**src/rtl/stopwatch_core_pkg.sv**
```systemverilog
// rtl/stopwatch_core_pkg.sv - shared types, digit limits and segment table for the stopwatch core
package stopwatch_core_pkg;

  typedef enum logic [1:0] {
    ST_IDLE  = 2'd0,
    ST_RUN   = 2'd1,
    ST_PAUSE = 2'd2,
    ST_FULL  = 2'd3
  } sw_state_t;

  typedef struct packed {
    logic [3:0] m;
    logic [3:0] s10;
    logic [3:0] s1;
    logic [3:0] t;
  } sw_time_t;

  localparam logic [3:0] T_MAX   = 4'd9;
  localparam logic [3:0] S1_MAX  = 4'd9;
  localparam logic [3:0] S10_MAX = 4'd5;
  localparam logic [3:0] M_MAX   = 4'd9;

  // Scan index of each digit; the decimal point follows the seconds and minutes digits.
  localparam logic [1:0] IDX_T     = 2'd0;
  localparam logic [1:0] IDX_S1    = 2'd1;
  localparam logic [1:0] IDX_S10   = 2'd2;
  localparam logic [1:0] IDX_M     = 2'd3;
  localparam logic [1:0] DP_IDX_S1 = IDX_S1;
  localparam logic [1:0] DP_IDX_M  = IDX_M;

  // {g,f,e,d,c,b,a} codes, entry [n] is digit n.
  localparam logic [9:0][6:0] SEG_TABLE = {
    7'h6F, 7'h7F, 7'h07, 7'h7D, 7'h6D,
    7'h66, 7'h4F, 7'h5B, 7'h06, 7'h3F
  };

  localparam sw_time_t TIME_ZERO = '{m: 4'd0, s10: 4'd0, s1: 4'd0, t: 4'd0};
  localparam sw_time_t TIME_MAX  = '{m: M_MAX, s10: S10_MAX, s1: S1_MAX, t: T_MAX};

  function automatic sw_time_t bcd_increment(input sw_time_t v);
    sw_time_t r;
    r = v;
    if (v.t != T_MAX) begin
      r.t = v.t + 4'd1;
    end else begin
      r.t = 4'd0;
      if (v.s1 != S1_MAX) begin
        r.s1 = v.s1 + 4'd1;
      end else begin
        r.s1 = 4'd0;
        if (v.s10 != S10_MAX) begin
          r.s10 = v.s10 + 4'd1;
        end else begin
          r.s10 = 4'd0;
          r.m   = v.m + 4'd1;
        end
      end
    end
    return r;
  endfunction

endpackage

```
**src/rtl/stopwatch_core_bcd_to_7seg.sv**
```systemverilog
// rtl/stopwatch_core_bcd_to_7seg.sv - combinational BCD to 7-segment decoder, non-decimal codes blank
module bcd_to_7seg
  import stopwatch_core_pkg::*;
(
  input  logic [3:0] bcd,
  output logic [6:0] segments
);

  always_comb begin
    segments = 7'h00;
    if (bcd <= 4'd9) segments = SEG_TABLE[bcd];
  end

endmodule

```
**src/rtl/stopwatch_core.sv**
```systemverilog
// rtl/stopwatch_core.sv - M:SS.T stopwatch with start/pause/clear keys and multiplexed 4-digit display
module stopwatch_core
  import stopwatch_core_pkg::*;
(
  input  logic       clk_in,
  input  logic       rst,
  input  logic       clk_1kHz,
  input  logic       clk_10Hz,
  input  logic       key_start,
  input  logic       key_clear,
  output logic [7:0] seg,
  output logic [3:0] digit_sel,
  output logic       running,
  output logic       full
);

  localparam int P_1K    = 0;
  localparam int P_10    = 1;
  localparam int P_START = 2;
  localparam int P_CLEAR = 3;

  logic [3:0] raw_in;
  logic [3:0] sync1, sync2, sync2_d, armed, pulse;
  logic [1:0] warm;
  logic       warm_done;

  logic       tick_1k, tick_10, start_p, clear_p;
  sw_state_t  state;
  sw_time_t   value;
  logic [1:0] scan_idx;
  logic [3:0] cur_digit;
  logic [6:0] seg_code;
  logic       dp;

  assign raw_in    = {key_clear, key_start, clk_10Hz, clk_1kHz};
  assign warm_done = (warm == 2'd2);

  // An edge only arms after sync2 has held a real (post-reset) low, so a level
  // that is already high when reset drops does not fire.
  always_ff @(posedge clk_in) begin
    if (rst) begin
      sync1   <= 4'b0;
      sync2   <= 4'b0;
      sync2_d <= 4'b0;
      armed   <= 4'b0;
      pulse   <= 4'b0;
      warm    <= 2'd0;
    end else begin
      sync1   <= raw_in;
      sync2   <= sync1;
      sync2_d <= sync2;
      if (!warm_done) warm <= warm + 2'd1;
      armed   <= armed | (~sync2 & {4{warm_done}});
      pulse   <= armed & sync2 & ~sync2_d;
    end
  end

  assign tick_1k = pulse[P_1K];
  assign tick_10 = pulse[P_10];
  assign start_p = pulse[P_START];
  assign clear_p = pulse[P_CLEAR];

  always_comb begin
    case (scan_idx)
      IDX_T:   cur_digit = value.t;
      IDX_S1:  cur_digit = value.s1;
      IDX_S10: cur_digit = value.s10;
      default: cur_digit = value.m;
    endcase
  end

  assign dp = (scan_idx == DP_IDX_S1) || (scan_idx == DP_IDX_M);

  bcd_to_7seg u_bcd_to_7seg (
    .bcd      (cur_digit),
    .segments (seg_code)
  );

  // Priority clear > start > tick; a tick arriving with start is dropped.
  always_ff @(posedge clk_in) begin
    if (rst) begin
      state     <= ST_IDLE;
      value     <= TIME_ZERO;
      scan_idx  <= IDX_T;
      seg       <= 8'h3F;
      digit_sel <= 4'b0001;
    end else begin
      if (tick_1k) scan_idx <= scan_idx + 2'd1;
      seg       <= {dp, seg_code};
      digit_sel <= 4'b0001 << scan_idx;

      if (clear_p) begin
        state <= ST_IDLE;
        value <= TIME_ZERO;
      end else if (start_p) begin
        case (state)
          ST_IDLE:  state <= ST_RUN;
          ST_RUN:   state <= ST_PAUSE;
          ST_PAUSE: state <= ST_RUN;
          default:  state <= ST_FULL;
        endcase
      end else if (tick_10 && state == ST_RUN) begin
        if (value == TIME_MAX) state <= ST_FULL;
        else                   value <= bcd_increment(value);
      end
    end
  end

  assign running = (state == ST_RUN);
  assign full    = (state == ST_FULL);

endmodule

```
**config.mk**
```make
export PLATFORM = sky130hd
export DESIGN_NAME = stopwatch_core
export DESIGN_NICKNAME = d
export VERILOG_FILES = /design/src/rtl/stopwatch_core_pkg.sv /design/src/rtl/stopwatch_core_bcd_to_7seg.sv /design/src/rtl/stopwatch_core.sv
export SDC_FILE = /design/constraint.sdc
export NUM_CORES = 1
export LEC_CHECK = 0
export ABC_CLOCK_PERIOD_IN_PS = 3500
export BUFFER_PORTS_ARGS = -buffer_cell sky130_fd_sc_hd__buf_2
export CORE_ASPECT_RATIO = 1.1
export CORE_MARGIN = 3
export CORE_UTILIZATION = 48
export CTS_CLUSTER_SIZE = 40
export DETAILED_ROUTE_END_ITERATION = 10
export PLACE_DENSITY = 0.75
export RECOVER_POWER = 100
export SLEW_MARGIN = 20
export SYNTH_ARGS = -nofsm -noshare
export SYNTH_HDL_FRONTEND = slang
export SYNTH_SLANG_ARGS = --single-unit
export TNS_END_PERCENT = 1
```
**constraint.sdc**
```tcl
create_clock -name clk_in -period 3.5 [get_ports clk_in]
set_input_delay 0.525 -clock clk_in [delete_from_list [all_inputs] [get_ports clk_in]]
set_output_delay 0.525 -clock clk_in [all_outputs]
set_load 0.1 [all_outputs]
```
# After elaboration in Yosys (flattened, before gate mapping)
# Memory sizes are Yosys's and may differ from the RTL's.
# Index checks and enable logic that the tools add are counted.
[word_totals] register_bits=54 mem_bits_ro=112 in_bits=6 mem_count=1
[memory_table] memory="(no name shown)" depth=16 word_bits=7 read_ports=1 rd_ports_with_merged_regs=0 write_ports=0 line="stopwatch_core_bcd_to_7seg.sv:11" rtl="if (bcd <= 4'd9) segments = SEG_TABLE[bcd];"
[classes] n_addsub=6 magnitude_cmp=2 n_eq_ne=11 shift=1 n_mux=10 bitwise_logic=12 reduce_logical=14
[ops] op="$add 4x1->4 const B" n=4
[ops] op="$eq 16x16->1 const B" n=1
[ops] op="$and 4x4->4" n=3
[ops] op="$mux 4" n=3
[ops] op="$pmux 4 s3" n=1
[ops] op="$eq 2x2->1 const B" n=5
[ops] op="$ne 4x4->1 const B" n=2
[ops] op="$not 4->4" n=2
[ops] op="$mux 7" n=1
[ops] op="$mux 2" n=3
[ops] op="$mux 6" n=1
[ops] op="$not 1->1" n=6
[ops] op="$reduce_and 6->1" n=1
[ops] op="$reduce_or 2->1" n=3
[ops] op="$lt 4x5->1 const B" n=1
[ops] op="$reduce_and 5->1" n=1
[ops] op="$add 2x1->2 const B" n=2
[ops] op="$eq 2x1->1 const B" n=2
[ops] op="$le 4x4->1 const B" n=1
[ops] op="$logic_not 2->1" n=2
[ops] op="$ne 4x3->1 const B" n=1
[ops] op="$or 4x4->4" n=1
[ops] op="$pmux 2 s2" n=1
[ops] op="$reduce_and 4->1" n=1
[ops] op="other kinds (6)" n=7

# Longest topological paths before layout
# Gate-level depths: netlist of the first run.
[logic_depth] ltp_word=5 mapped_depth=10 depth_no_buf=10

# By module
# A second synthesis of the first run with hierarchy kept.
[unflattened] hier_cells=246 area_unflattened_um2=2366.0
[by_module_without_submodules] module="stopwatch_core" instances=1 cells_each=217 area_per_inst_um2=2129.5 seq_area_each_um2=1081.0
[by_module_without_submodules] module="bcd_to_7seg" instances=1 cells_each=29 area_per_inst_um2=236.5 seq_area_each_um2=0.0

# Worst setup path after synthesis of the first run
# Ideal clock, no wire load.
[synth_timing] kind="register -> register" start="register scan_idx[1]" end="register seg[0]" arrival_ps=2307 required_ps=3385 slack_ps=1077 stages_incl_launch_ff=11 path_cell_list="dfxtp_1 inv_1 ha_1 a222oi_1 mux2_2 inv_1 ha_1 or2_1 a211oi_1 a31oi_1 a31o_1"
[synth_via] elab_chain_cells=5
[synth_lines] item="start, declared" line="stopwatch_core.sv:30" rtl="logic [1:0] scan_idx;"
[synth_lines] item="start signal, assigned" line="stopwatch_core.sv:88" rtl="if (tick_1k) scan_idx <= scan_idx + 2'd1;"
[synth_lines] item="$eq 2x2->1, or another cell as far along" line="stopwatch_core.sv:64" rtl="case (scan_idx)"
[synth_lines] item="$pmux 4 s3 *" line="stopwatch_core.sv:64"
[synth_lines] item="$mem_v2 16x7"
[synth_lines] item="$mux 7 (not written as such)" line="stopwatch_core_bcd_to_7seg.sv:11"
[synth_lines] item="$mux 6 *" line="stopwatch_core_bcd_to_7seg.sv:11"
[synth_lines] item="end signal, assigned" line="stopwatch_core.sv:89" rtl="seg <= {dp, seg_code};"
[synth_lines] item="end, declared" line="stopwatch_core.sv:11" rtl="output logic [7:0] seg,"
# Mark *: on every way between the ends. The rest lies on a longest branch, timed or not. The select of a mux whose other input is x is not followed.
# A chain may end at the register's enable or synchronous reset.

# Worst setup path after layout of the first run
[layout_timing] start="register scan_idx[1]" end="register seg[6]"
[layout_via] elab_chain_cells=5
[layout_lines] item="$eq 2x2->1, or another cell as far along" line="stopwatch_core.sv:64"
[layout_lines] item="$pmux 4 s3 *" line="stopwatch_core.sv:64"
[layout_lines] item="branches (longest 3 deep; another with $mem_v2 16x7)"
# Every way passes the cells marked *. The select of a mux whose other input is x is not followed.

==> results of run 1 <==
-- cell usage in the layout (no fill, tap or decap), types with 3 or more instances in the layout --
| cell | Yosys | final |
|---|---|---|
| nand4_1 | 3 | 3 |
| nor4b_1 | 4 | 4 |
| buf_2 | 0 | 4 |
| nand2_1 | 9 | 9 |
| nand2b_1 | 3 | 3 |
| xnor2_1 | 5 | 5 |
| nor2b_1 | 9 | 9 |
| clkbuf_8 | 0 | 5 |
| nor2_1 | 27 | 27 |
| a21oi_1 | 16 | 16 |
| ha_1 | 14 | 14 |
| o21ai_1 | 7 | 6 |
| nand4bb_1 | 4 | 4 |
| dfxtp_1 | 54 | 54 |
| a222oi_1 | 4 | 4 |
| a31oi_1 | 3 | 3 |
| o21ai_0 | 4 | 5 |
| nand3_1 | 6 | 6 |
| nor3_1 | 5 | 5 |
| clkbuf_1 | 8 | 15 |
| inv_1 | 18 | 18 |
| mux2i_1 | 8 | 8 |
-- power by group through the flow --
stage	Sequential, uW	Clock (uW)	Combinational [uW]
floorplan	675	0	76.1
global placement	674	0	90.9
global route	665	467	104
CTS	662	440	93.8
detailed placement	676	0	93.4
finish	662	426	92.4
-- cells by family (layout without fill, tap and decap cells) --
logic type | Yosys count | after routing | share of synthesized area
flip-flops | 54 | 54 | 0.461
AND/OR/NAND/NOR | 87 | 87 | 0.217
adder cells (fa/ha/maj) | 14 | 14 | 0.0747
buffers and inverters | 28 | 45 | 0.0513
multiplexers | 11 | 11 | 0.0486
XOR/XNOR | 7 | 7 | 0.0262
AO/OA/AOI/OAI | 45 | 45 | 0.121
-- stage by stage --
stage	utilization	total power, uW	cell area [um^2]	hold slack, ps	worst slack [ps]
2_1_floorplan	-	751	2340	374	1080
3_3_place_gp	0.524	765	2460	380	936
3_5_place_dp	0.524	769	2460	386	808
4_1_cts	0.549	1200	2570	402	792
5_1_grt	0.545	1240	2550	419	393
6_report	0.545	1180	2550	398	741
-- registers in the layout (all words and copies together) (netlist names) --
name / count
value: 16
seg: 8
armed: 4
digit_sel: 4
pulse: 4
sync1: 4
sync2: 4
sync2_d: 4
scan_idx: 2
state: 2
warm: 2
-- final timing paths --
path | cells after the start | from | slack [ps] | endpoint
hold / removal | 1 | sync2_d[1] | 400 | pulse[1]
setup reg to reg | 10 | scan_idx[1] | 740 | seg[6]
setup / recovery | 10 | scan_idx[1] | 740 | seg[6]
hold reg to reg | 1 | sync2_d[1] | 400 | pulse[1]
-- worst reg2reg max path: stages, from the launching register on --
cell and delay (ps):
dfxtp_1 440, inv_1 120, ha_1 260, a222oi_1 410, mux2i_1 230, inv_1 150, ha_1 170, or2_0 200
a211oi_1 100, a31oi_1 400, o211a_1 220
-- cell type report --
| cell class | count | share of cell area |
|---|---|---|
| Clock inverter | 3 | 0.0191 |
| Timing Repair Buffer | 19 | 0.0299 |
| Inverter | 18 | 0.0264 |
| Clock buffer | 5 | 0.0269 |
| Multi-Input combinational cell | 164 | 0.447 |
| Tap cell | 56 | 0.0274 |
| Sequential cell | 54 | 0.423 |
-- metal layers --
layer  up-vias  global-route usage
li1        885                   -
met1       792               0.198
met2        33               0.252
met3         8              0.0392
met4         0              0.0609
met5         -                   0
==> out/qor.yml, run 1 <==
status: "complete, no violations"
drt-pass1-iter-count: 4
io_buffers: 19
critPathBufInv: 2
rsz0062_at_grt: "false"
cp_data_required_time_ps: 3760
async_flop_share: 0
avgSynthCellArea_um2: 9.53
clock-sinks: 54
synth-edff-count: 0
synth_top_area_share: 0.461
syn_to_final_growth_pct: 9.02
start_util: 0.500
synth.area.top_cells: "dfxtp_1 (46%), ha_1 (7.5%), nor2_1 (4.3%)"
final_cells: 319
period_share: 0.788
top_layer: "met4"
end_kind: "flop"
seqPwrFrac: 0.561
grt_pass1_vias: 1579
rows: 26
cts_max_level: 2
worst_slew_pin_slew_ps: 1420
register_area_mm2: 0.00108
fin_crit_ps: 2760
num_vias: 1718
synthCells: 246
final-setup-viol-count: 0
numCtsBuffers: 5
met2WireLength_um: 1910
cts_setup_buffers: 0
drive_gt1_frac: 0.0608
antenna_cells: 0
path_clk_slew_ps: 100
hold_path.class: "reg -> reg"
cp_max_fo: 6
cts_tree: "done"
coreArea_mm2: 0.00468
cts-resized-gates: 0
ys_ff_latch: 54
swShare: 0.234
cts_root_buf: "clkbuf_8"
p_clk_frac: 0.361
multiInputGateArea_mm2: 0.00114
gp_congestion: 0.798
synth_seq_area_share: 0.461
grt_max_degree: 38
cp_top_family: "compound AO/OA/AOI/OAI gates"
slowest_stage: "dfxtp_1"
netlist_top_cells_count: "dfxtp_1 (54), nor2_1 (27), inv_1 (18)"
yosysWarnings: 0
yosys.cell_types.count: 42
fp.dieH_um: 79.3
drc: 0
cts_hold_buf: 0
worstSetupPathType: "reg -> reg"
clockBufferDepth: 2
finalWirelength_um: 4100
comb_power_share: 0.078
hold_violations: 0
clkLatencyLatePin_ps: 310
wl_met1_um: 1950
grt_pass1_wl_um: 7140
fmax_ghz: 0.362
crit_arrival_ps: 3020
p_int_uw: 903
ant_nets: 0
maxSlewViolCount: 0
slew_headroom: 0.0507
path_cells: "inv_1 > ha_1 > a222oi_1 > mux2i_1 > inv_1 > ha_1 > or2_0 > a211oi_1 > a31oi_1 > o211a_1"
leakage_uw: 0.000916
setup_tns_ps: 0
p_per_area_mw_per_mm2: 462
yosys_most_used_dff: "dfxtp_1"
dieWidth_um: 72.6
synth_most_common_cell: "dfxtp_1"
p_sw_uw: 276
drt_first_iter_violations: 72
nNetsFinal: 282
grt_usage: 0.156
ir_worst_vdd_mv: 0.328
syn_nets: 266
hpwl_um: 2820
finalClockSkew_ps: 4.05
avgRoutedWirePerCell_um: 12.8
viasPerCell: 5.39
antenna_found_initial: 0
io_pins: 20
grt-ovfl-total: 0
wl_met3_um: 161
synth_area_leader_cell: "dfxtp_1"
critPathLaunchType: "flop"
critPathMaxStageDelay_ps: 440
dieArea_mm2: 0.00576
syn_area_mm2: 0.00234
maxCapViolCount: 0
dp.cells: 311
nFillCells: 447
Power figures use the tool's default switching activity.
==> run 2, diff against run 1 <==
--- a/config.mk
+++ b/config.mk
@@ -5,7 +5,7 @@
 export SDC_FILE = /design/constraint.sdc
 export NUM_CORES = 1
 export LEC_CHECK = 0
-export ABC_CLOCK_PERIOD_IN_PS = 3500
+export ABC_CLOCK_PERIOD_IN_PS = 2600
 export BUFFER_PORTS_ARGS = -buffer_cell sky130_fd_sc_hd__buf_2
 export CORE_ASPECT_RATIO = 1.1
 export CORE_MARGIN = 3
==> constraint.sdc (replaced) <==
create_clock -name clk_in -period 2.6 [get_ports clk_in]
set_input_delay 0.39 -clock clk_in [delete_from_list [all_inputs] [get_ports clk_in]]
set_output_delay 0.39 -clock clk_in [all_outputs]
set_load 0.1 [all_outputs]
==> run 2 against run 1 <==
Wire length rose by 2.1%. Setup slack worse by 610 ps. Die area did not move. First-iteration DRC count grew 88%. Register-to-register slack got worse by 610 ps. Hold slack got worse by 110 ps. Clock-buffer cell count stayed put. Final cell count up 0.94%.
==> out/qor.yml, run 2 (synthesis gave the netlist of run 1 again) <==
status: "complete, no violations"
crit_arrival_ps: 2660  # -360 ps
rows: 26  # unchanged
nFillCells: 435  # -2.7%
grt_max_degree: 38  # unchanged
grt_usage: 0.156  # +0.000262
clock-sinks: 54  # unchanged
final-setup-viol-count: 0  # unchanged
leakage_uw: 0.000942  # +2.8%
cts_hold_buf: 0  # unchanged
worst_slew_pin_slew_ps: 1420  # -5.23 ps
grt_pass1_vias: 1628  # +3.1%
path_cells: "inv_1 > ha_2 > a222oi_1 > mux2_4 > inv_1 > ha_1 > or2_4 > a211oi_2 > a31oi_2 > a31o_1"
hpwl_um: 2840  # +1.0%
dp.cells: 314  # +0.96%
power_uw: 1580  # +34%
syn_to_final_growth_pct: 11.3
cts_root_buf: "clkbuf_8"
final_cell_mix: "dfxtp_1 (53), nor2_1 (27), inv_1 (18)"
clkLatencyLatePin_ps: 310  # about the same
io_buffers: 19  # unchanged
antenna_found_initial: 0  # unchanged
coreArea_mm2: 0.00468  # unchanged
maxSlewViolCount: 0  # unchanged
largest_reg_flops: 16  # unchanged
path_clk_slew_ps: 100  # about the same
grt-ovfl-total: 0  # unchanged
maxCapViolCount: 0  # unchanged
cp_data_required_time_ps: 2800  # -960 ps
start_util: 0.500  # unchanged
multiInputGateArea_mm2: 0.00117  # +2.5%
p_per_area_mw_per_mm2: 607  # +31%
registers.top_by_ff_count: "value"
cts_max_level: 2  # unchanged
cp_common_cell: "inv_1"
critPathLaunchType: "flop"
ant_nets: 0  # unchanged
register_area_mm2: 0.00108  # +0.35%
final_common_cell: "dfxtp_1"
slowest_stage: "dfxtp_4"
slew_headroom: 0.0542  # +0.00348
end_kind: "flop"
grt_pass1_wl_um: 7180  # +0.49%
cp_max_fo: 6  # unchanged
critPathMaxStageDelay_ps: 380  # -60 ps
finalClockSkew_ps: 9.81  # +5.76 ps
dieWidth_um: 72.6  # unchanged
finalWirelength_um: 4190  # +2.1%
drt_first_iter_violations: 135  # +88%
antenna_cells: 0  # unchanged
gp_congestion: 0.791  # -0.88%
viasPerCell: 5.44  # +1.1%
hold_path.class: "in -> reg"
drc: 0  # unchanged
fp.dieH_um: 79.3  # unchanged
worstSetupPathType: "reg -> reg"
cts_tree: "done"
numCtsBuffers: 5  # unchanged
drt-pass1-iter-count: 5  # +1
io_pins: 20  # unchanged
num_vias: 1753  # +2.0%
final_cells: 322  # +0.94%
fmax_ghz: 0.406  # +12%
nNetsFinal: 285  # +1.1%
avgRoutedWirePerCell_um: 13.0  # +1.2%
clockBufferDepth: 2  # unchanged
period_share: 0.948  # +0.160
ir_worst_vdd_mv: 0.401  # +22%
fin_crit_ps: 2460  # -294 ps
top_regs: "value: 16 flops, seg: 8 flops"
setup_tns_ps: 0  # unchanged
dieArea_mm2: 0.00576  # unchanged
drive_gt1_frac: 0.105  # +0.0444
hold_violations: 0  # unchanged
==> run 2: area by class of cell <==
type,instances,share of cell area
Clock buffer,5,0.0264
Multi-Input combinational cell,164,0.449
Clock inverter,3,0.0182
Tap cell,56,0.0269
Sequential cell,54,0.416
Inverter,18,0.0259
Timing Repair Buffer,22,0.0379
==> run 2: worst paths after layout <==
kind / startpoint / endpoint / slack, ps / cells after the start
max: scan_idx[0] / seg[0] / 140 / 10
min: clk_10Hz / sync1[1] / 290 / 2
max reg2reg: scan_idx[0] / seg[0] / 140 / 10
min reg2reg: sync2_d[1] / pulse[1] / 400 / 1
==> run 2: per-layer routing <==
metal	track usage	up-vias	wire, um
met5	0	-	0
met4	0.0517	0	84
met3	0.0418	11	164
met2	0.249	33	1940
met1	0.204	813	2000
li1	-	896	-
==> run 2: power by group <==
group	switching (uW)	total [uW]	leakage [uW]	internal (uW)
Clock	274	566	0.0000587	292
Sequential	20.0	890	0.000439	870
Combinational	73.7	127	0.000444	52.9
Total	368	1580	0.000942	1210
==> run 2: critical path, delay by kind of cell (launching register included) <==
family	cells	cell delay (ps)
AO/OA/AOI/OAI	4	900
adder cells (fa/ha/maj)	2	420
buffers and inverters	2	150
flip-flops	1	380
multiplexers	1	240
AND/OR/NAND/NOR	1	270
==> run 2: per-stage QoR <==
step,hold slack (ps),setup WS (ps),util,instance area (um^2)
final,285,135,0.557,2610
after global routing,284,-49.1,0.557,2610
after CTS,273,60.2,0.554,2600
after detailed placement,385,50.0,0.529,2480
after global placement,380,131,0.529,2480
after floorplan,374,177,-,2340
==> run 2: repair_timing <==
action / CTS / global route
pin swaps: 0 / 2
resized for setup: 1 / 9
hold endpoints to repair: 0 / 0
endpoints found under the setup margin: 3 / 5
buffers inserted: 0 / 0
